<file path="src/rtl/fixedtofloat_seq_jrt.sv">
// Fixed-point to float sequencer: hands one word at a time to an external converter
// and queues results in a first-word-fall-through FIFO. Optional macro: FIXEDTOFLOAT_SEQ_ZERO_BYPASS_EN.
//
// state      | meaning
// IDLE       | accepting an upstream word when the FIFO has room
// REQ        | one-cycle converter request pulse
// WAIT_BUSY  | waiting for the converter to raise busy
// WAIT_DONE  | waiting for busy to fall; result captured on the falling edge
// PUSH       | writing the captured result into the FIFO
module fixedtofloat_seq_jrt #(
   parameter int FIFO_DEPTH = 4
) (
   input  logic               clock,
   input  logic               reset_n,
   input  logic               ce,
   input  logic               i_fix_valid,
   input  logic signed [31:0] i_fix_data,
   output logic               o_fix_ready,
   output logic               o_cvt_req,
   output logic [31:0]        o_cvt_input,
   input  logic               i_cvt_busy,
   input  logic [31:0]        i_cvt_return,
   output logic               o_flt_valid,
   output logic [31:0]        o_flt_data,
   input  logic               i_flt_ready,
   output logic [4:0]         o_fifo_count
);

   localparam int AW = (FIFO_DEPTH > 1) ? $clog2(FIFO_DEPTH) : 1;

   typedef enum logic [2:0] {
      ST_IDLE,
      ST_REQ,
      ST_WAIT_BUSY,
      ST_WAIT_DONE,
      ST_PUSH
   } state_t;

   state_t          state_q, state_d;
   logic [31:0]     input_q, input_d;
   logic [31:0]     result_q, result_d;
   logic [AW-1:0]   wr_ptr_q, wr_ptr_d;
   logic [AW-1:0]   rd_ptr_q, rd_ptr_d;
   logic [4:0]      count_q, count_d;
   logic [31:0]     mem [FIFO_DEPTH];

   logic            fix_ready;
   logic            take;
   logic            push;
   logic            pop;

   // Ready is gated by reset_n so it reads 0 for the whole reset window.
   assign fix_ready = reset_n && (state_q == ST_IDLE) && (count_q < 5'(FIFO_DEPTH));
   assign take      = i_fix_valid && fix_ready;
   assign push      = (state_q == ST_PUSH);
   assign pop       = (count_q != 5'd0) && i_flt_ready;

   always_comb begin
      state_d  = state_q;
      input_d  = input_q;
      result_d = result_q;
      unique case (state_q)
         ST_IDLE: begin
            if (take) begin
               input_d = i_fix_data;
`ifdef FIXEDTOFLOAT_SEQ_ZERO_BYPASS_EN
               if (i_fix_data == 32'sh0) begin
                  result_d = 32'h0;
                  state_d  = ST_PUSH;
               end else begin
                  state_d  = ST_REQ;
               end
`else
               state_d = ST_REQ;
`endif
            end
         end
         ST_REQ:       state_d = ST_WAIT_BUSY;
         ST_WAIT_BUSY: if (i_cvt_busy) state_d = ST_WAIT_DONE;
         ST_WAIT_DONE: begin
            if (!i_cvt_busy) begin
               result_d = i_cvt_return;
               state_d  = ST_PUSH;
            end
         end
         ST_PUSH:      state_d = ST_IDLE;
         default:      state_d = ST_IDLE;
      endcase
   end

   always_comb begin
      wr_ptr_d = wr_ptr_q;
      rd_ptr_d = rd_ptr_q;
      count_d  = count_q;
      if (push) wr_ptr_d = wr_ptr_q + AW'(1);
      if (pop)  rd_ptr_d = rd_ptr_q + AW'(1);
      unique case ({push, pop})
         2'b10:   count_d = count_q + 5'd1;
         2'b01:   count_d = count_q - 5'd1;
         default: count_d = count_q;
      endcase
   end

   always_ff @(posedge clock or negedge reset_n) begin
      if (!reset_n) begin
         state_q  <= ST_IDLE;
         input_q  <= '0;
         result_q <= '0;
         wr_ptr_q <= '0;
         rd_ptr_q <= '0;
         count_q  <= '0;
      end else if (ce) begin
         state_q  <= state_d;
         input_q  <= input_d;
         result_q <= result_d;
         wr_ptr_q <= wr_ptr_d;
         rd_ptr_q <= rd_ptr_d;
         count_q  <= count_d;
      end
   end

   // Storage needs no reset; the read side is masked while the FIFO is empty.
   always_ff @(posedge clock) begin
      if (ce && push) mem[wr_ptr_q] <= result_q;
   end

   assign o_fix_ready  = fix_ready;
   assign o_cvt_req    = (state_q == ST_REQ);
   assign o_cvt_input  = input_q;
   assign o_flt_valid  = (count_q != 5'd0);
   assign o_flt_data   = o_flt_valid ? mem[rd_ptr_q] : 32'h0;
   assign o_fifo_count = count_q;

endmodule

</file>
<file path="config.mk">
export PLATFORM = sky130hd
export DESIGN_NAME = fixedtofloat_seq_jrt
export DESIGN_NICKNAME = d
export VERILOG_FILES = /design/src/rtl/fixedtofloat_seq_jrt.sv
export SDC_FILE = /design/constraint.sdc
export NUM_CORES = 1
export LEC_CHECK = 0
export CAP_MARGIN = 25
export CORE_MARGIN = 2
export CORE_UTILIZATION = 45
export CTS_CLUSTER_DIAMETER = 200
export CTS_CLUSTER_SIZE = 25
export DETAILED_ROUTE_END_ITERATION = 8
export GPL_ROUTABILITY_DRIVEN = 0
export PLACE_DENSITY = 0.74
export SKIP_CTS_REPAIR_TIMING = 1
export SKIP_LAST_GASP = 1
export SYNTH_ARGS = -nofsm -noshare
export SYNTH_HDL_FRONTEND = slang
export SYNTH_SLANG_ARGS = --single-unit
</file>
<file path="constraint.sdc">
create_clock -name clock -period 3.7 [get_ports clock]
set_clock_uncertainty 0.05 [all_clocks]
set_input_delay 0.74 -clock clock [delete_from_list [all_inputs] [get_ports clock]]
set_output_delay 0.74 -clock clock [all_outputs]
set_load 0.01 [all_outputs]
</file>
After elaboration in Yosys (flattened, before gate mapping)
Memory sizes are Yosys's and may differ from the RTL's.
Index checks and enable logic that the tools add are counted.
- bits in registers: 76
- latch bits: 0
- memory bits (writable): 128
- ROM bits: 0
- input bits: 70
- output and inout bits: 72
- memories kept: 1
- add/subtract/negate cells: 4
- multiply operators: 0
- divide/modulo/power cells: 0
- order comparisons: 1
- eq/ne operators: 9
- shift operators: 0
- multiplexer cells: 8
- bitwise operators: 1
- reductions and logical operators: 14
- memories (name ; words ; bits a word ; rd ports ; clocked after Yosys merged registers in ; write ports ; RTL line ; text):
    mem ; 4 ; 32 ; 1 ; 0 ; 1 ; 45 ; logic [31:0] mem [FIFO_DEPTH];
- operators by type and width (operator ; count):
    $mux 32 ; 1
    $pmux 3 s4 ; 1
    $pmux 5 s2 ; 1
    $mux 3 ; 3
    $eq 3x2->1 const B ; 2
    $ne 2x2->1 const B ; 3
    $reduce_and 2->1 ; 3
    $reduce_and 3->1 ; 2
    $add 5x1->5 const B ; 1
    $logic_and 1x1->1 ; 5
    $lt 5x3->1 const B ; 1
    $reduce_bool 5->1 ; 1
    $sub 5x1->5 const B ; 1
    $add 2x1->2 const B ; 2
    $reduce_and 4->1 ; 1
    $eq 3x1->1 const B ; 1
    $eq 3x3->1 const B ; 1
    $logic_not 3->1 ; 1
    $eq 2x1->1 const B ; 1
    $eq 2x2->1 const B ; 1
    $mux 1 ; 2
    $reduce_bool 2->1 ; 1
    $not 1->1 ; 1

Longest topological paths before layout
- depth after elaboration: 6
- depth in mapped cells: 12
- mapped depth without buffers: 10

Least setup slack after synthesis
OpenSTA, ideal clock, no wires.
- path kind: input port to flip-flop
- start point: in ce
- end point: mem mem[0][0] (enable)
- setup time: 392 ps
- arrival: 2077 ps
- required time: 3258 ps
- slack: 1181 ps
- stages: 4
- buffers on the path: 1
- path through: buf_2 inv_1 nor2_1 and2_1
- cells in the longest elaborated chain, start to end: 3
- RTL lines (what ; RTL line ; text):
    start, declared ; 15 ; input logic ce,
    $logic_and 1x1->1 ; 124 ; if (ce && push) mem[wr_ptr_q] <= result_q;
    $mux 1 ; 124 ;
    $mux 1 (implied by the code) ; 124 ;
    end, declared ; 45 ;
No other way between the ends.

Final worst setup path
- start point: reg count_q[2] (netlist: o_fifo_count[2])
- end point: out o_flt_data[2]
- cells in the longest elaborated chain, start to end: 2
- RTL lines (what ; RTL line ; text):
    start, declared ; 44 ; logic [4:0] count_q, count_d;
    start signal, assigned ; 118 ; count_q <= count_d;
    $reduce_bool 5->1 ; 130 ; assign o_flt_valid = (count_q != 5'd0);
    $mux 32 ; 131 ; assign o_flt_data = o_flt_valid ? mem[rd_ptr_q] : 32'h0;
    end, declared ; 24 ; output logic [31:0] o_flt_data,
No other way between the ends.

==> results.md <==
* Status: completed
* Period utilization at 91.7%
* Minimum clock period at 3.39 ns
* Synth Flop Type: edfxtp_1
* Worst endpoint required time at 2.91 ns
* Multi-input gate area at 0.00223 mm^2
* Cell Rows at 49
* Count of final setup violators at 0
* TritonCTS Sinks at 204
* Crit path max-delay family: buffers and inverters
* Lkg Pwr at 3.83 nW
* Crit Path Max Fanout at 20
* Gr usage total at 15.9%
* # port buffers at 141
* Critical path's largest stage delay at 0.50 ns
* Worst Setup Path Type: register to output pin
* GRT overflow at 0
* Hold Crit Class: input port to async pin
* Post-synth EDFFs at 128
* Synth Register Bits at 204
* Antenna violations before repair at 0
* Critical Path Sink Type: output pin
* Drt wl/cell at 18.9 um
* # diodes at 0
* Routed Antenna Nets at 0
* Post-Syn Instances at 417
* Worst Tran Pin Value at 0.857 ns
* Fillcell total at 1332
* Total Neg Setup Slack at 0 ns
* Final Non-Filler Cells at 794
* Register area share after synthesis at 71.0%
* Int Pwr at 0.00516 W
* Area leader, netlist: edfxtp_1
* Area delta synth->final at 25.9%
* Die area at 0.0191 mm^2
* # DRC at 0
* Count leader, synth: edfxtp_1
* Vias in the first global route at 4596
* Hold Vio Cnt, Final at 0
* Max Cap Violations at 0
* Vias per cell at 5.20
* Comb power frac at 31.6%
* CTS tree: yes
* Switching Fraction at 27.8%
* Reg clk slew, reported paths at 0.10 ns
* Sequential fraction of design power at 49.3%
* Initial DRT Pass Iterations at 5
* Yosys top cell area share at 47.5%
* Boundary Pins at 142
* R2r worst-path depth at 10
* CP max stage cell: dfrtp_1
* Global-route wire length before repair at 24500 um
* Final #Nets at 638
* Synth Cell Area at 0.00809 mm^2
* Max Slew Vio Count at 0
* Clock share of power at 19.2%
* Max VDD drop at 0.000414 V
* Die W at 138 um
* Routed Wire Length at 15000 um
* RSZ-0062 raised after global routing: no
* Cell Chain, Critical Path: nor3_2, nand2_1, buf_4, and2_1, clkdlybuf4s50_1
* Synth cell types at 33
* Number of DRC markers in iteration 0 at 287
* CP Buf/Inv Count at 2
* Placed instance count at 776
* Reg area at 0.00575 mm^2
* Ys async rst share at 37.3%
* Die Y at 138 um
* Warnings, synthesis at 0
* Startpoint class of the critical path: register
* Net Count, Synth at 494
* H-Tree Depth at 1
* Worst skew pair latency at 0.46 ns
* Core area at 0.0178 mm^2
* CTS Buf Count at 12
* Pin count of the biggest net entering global routing at 50
* Vias at 4131
* Max Fclk at 295 MHz
* Net Sw Power at 0.00199 W
* Commonest cells post-synth: edfxtp_1, dfrtp_1, and2_1
* Dominant cells by area after synthesis: edfxtp_1, dfrtp_1, mux4_2, mux2_4, mux2_2
* Slew HR at 42.9%
* Initial core utilization at 45.5%
* Total power divided by cell area at 702 mW/mm^2
* Clk root buf: clkbuf_16
* Critical Path Stages at 5
* Avg Inst Size Synth at 19.4 um^2
* Layout cell share with drive strength beyond 1 at 23.5%
* Detailed placement HPWL at 9950 um
* CP arrival at 2.60 ns
* Clk buf depth at 3
[stage by stage]
step / hold slack, ns / instance area (um^2) / worst slack (ns) / power [W] / util [%]
CTS: 0.275 / 10200 / 0.228 / 0.00726 / 57.3
global route: 0.286 / 10200 / 0.106 / 0.00755 / 57.3
floorplan: 0.394 / 8090 / 1.18 / 0.00469 / -
detailed placement: 0.442 / 9820 / 0.675 / 0.00587 / 55.2
global placement: 0.433 / 9820 / 0.746 / 0.00579 / 55.2
finish: 0.269 / 10200 / 0.307 / 0.00715 / 57.3
[area by class of cell]
class                      count  share of cell area [%]
clock buffer                  17                    3.34
clock inverter                 1                   0.295
inverter                       4                   0.147
timing repair buffer         151                    15.2
multi-input combinational    188                    21.8
tap                          229                    2.81
sequential                   204                    56.4
[metal layers]
layer / vias to the layer above / global-route usage, % / wire length, um
met5: - / 0 / 0
li1: 1858 / - / -
met2: 140 / 26.8 / 7460
met1: 2118 / 21.3 / 6310
met4: 0 / 2.79 / 189
met3: 15 / 4.40 / 1090
[placed cells by master, fill, tap and decap left out, drive strengths merged, types with 2 or more instances in the layout]
cell type / synthesis / final
and2: 37 / 37
edfxtp: 128 / 128
nand4b: 2 / 2
nand3: 2 / 2
a21oi: 5 / 5
clkdlybuf4s50: 0 / 140
dfrtp: 76 / 76
mux4: 32 / 32
xor2: 3 / 3
nand2: 3 / 3
mux2: 66 / 66
nor2: 5 / 5
ha: 7 / 7
nor2b: 2 / 2
xnor2: 6 / 6
nand2b: 2 / 2
inv: 4 / 4
nand3b: 3 / 3
clkbuf: 9 / 17
o21ai: 3 / 3
buf: 12 / 11
[power groups by stage]
stage	Sequential [W]	Combinational [W]	Clock, W
floorplan	0.00337	0.00132	0
global placement	0.00352	0.00226	0
detailed placement	0.00358	0.00229	0
CTS	0.00354	0.00231	0.00141
global route	0.00362	0.00244	0.00149
finish	0.00352	0.00226	0.00137
[logic make-up after synthesis]
family | synth area share [%]
AOI/OAI and AO/OA | 0.989
xor gates and xnor gates | 0.974
adders and majority gates | 1.08
buffers and inverters | 1.65
DFF | 71.0
muxes | 19.5
and+or+nand+nor | 4.84
[state kept, by name, indices dropped and copies added, names as in the netlist]
register,cells
o_fifo_count,5
mem,128
o_cvt_input,32
wr_ptr_q,2
rd_ptr_q,2
result_q,32
state_q,3
[worst paths after layout]
kind	startpoint	to	slack, ns
hold reg to reg	o_cvt_input[31]$_DFFE_PN0P_	o_cvt_input[31]$_DFFE_PN0P_	0.47
hold / removal	reset_n	result_q[18]$_DFFE_PN0P_	0.27
setup / recovery	o_fifo_count[2]$_DFFE_PN0P_	o_flt_data[2]	0.31
setup reg to reg	o_fifo_count[2]$_DFFE_PN0P_	o_fifo_count[4]$_DFFE_PN0P_	0.85
min in group clock	o_cvt_input[31]$_DFFE_PN0P_	o_cvt_input[31]$_DFFE_PN0P_	0.47
max in group asynchronous	reset_n	o_cvt_input[29]$_DFFE_PN0P_	2.35
Power figures use the tool's default switching activity.
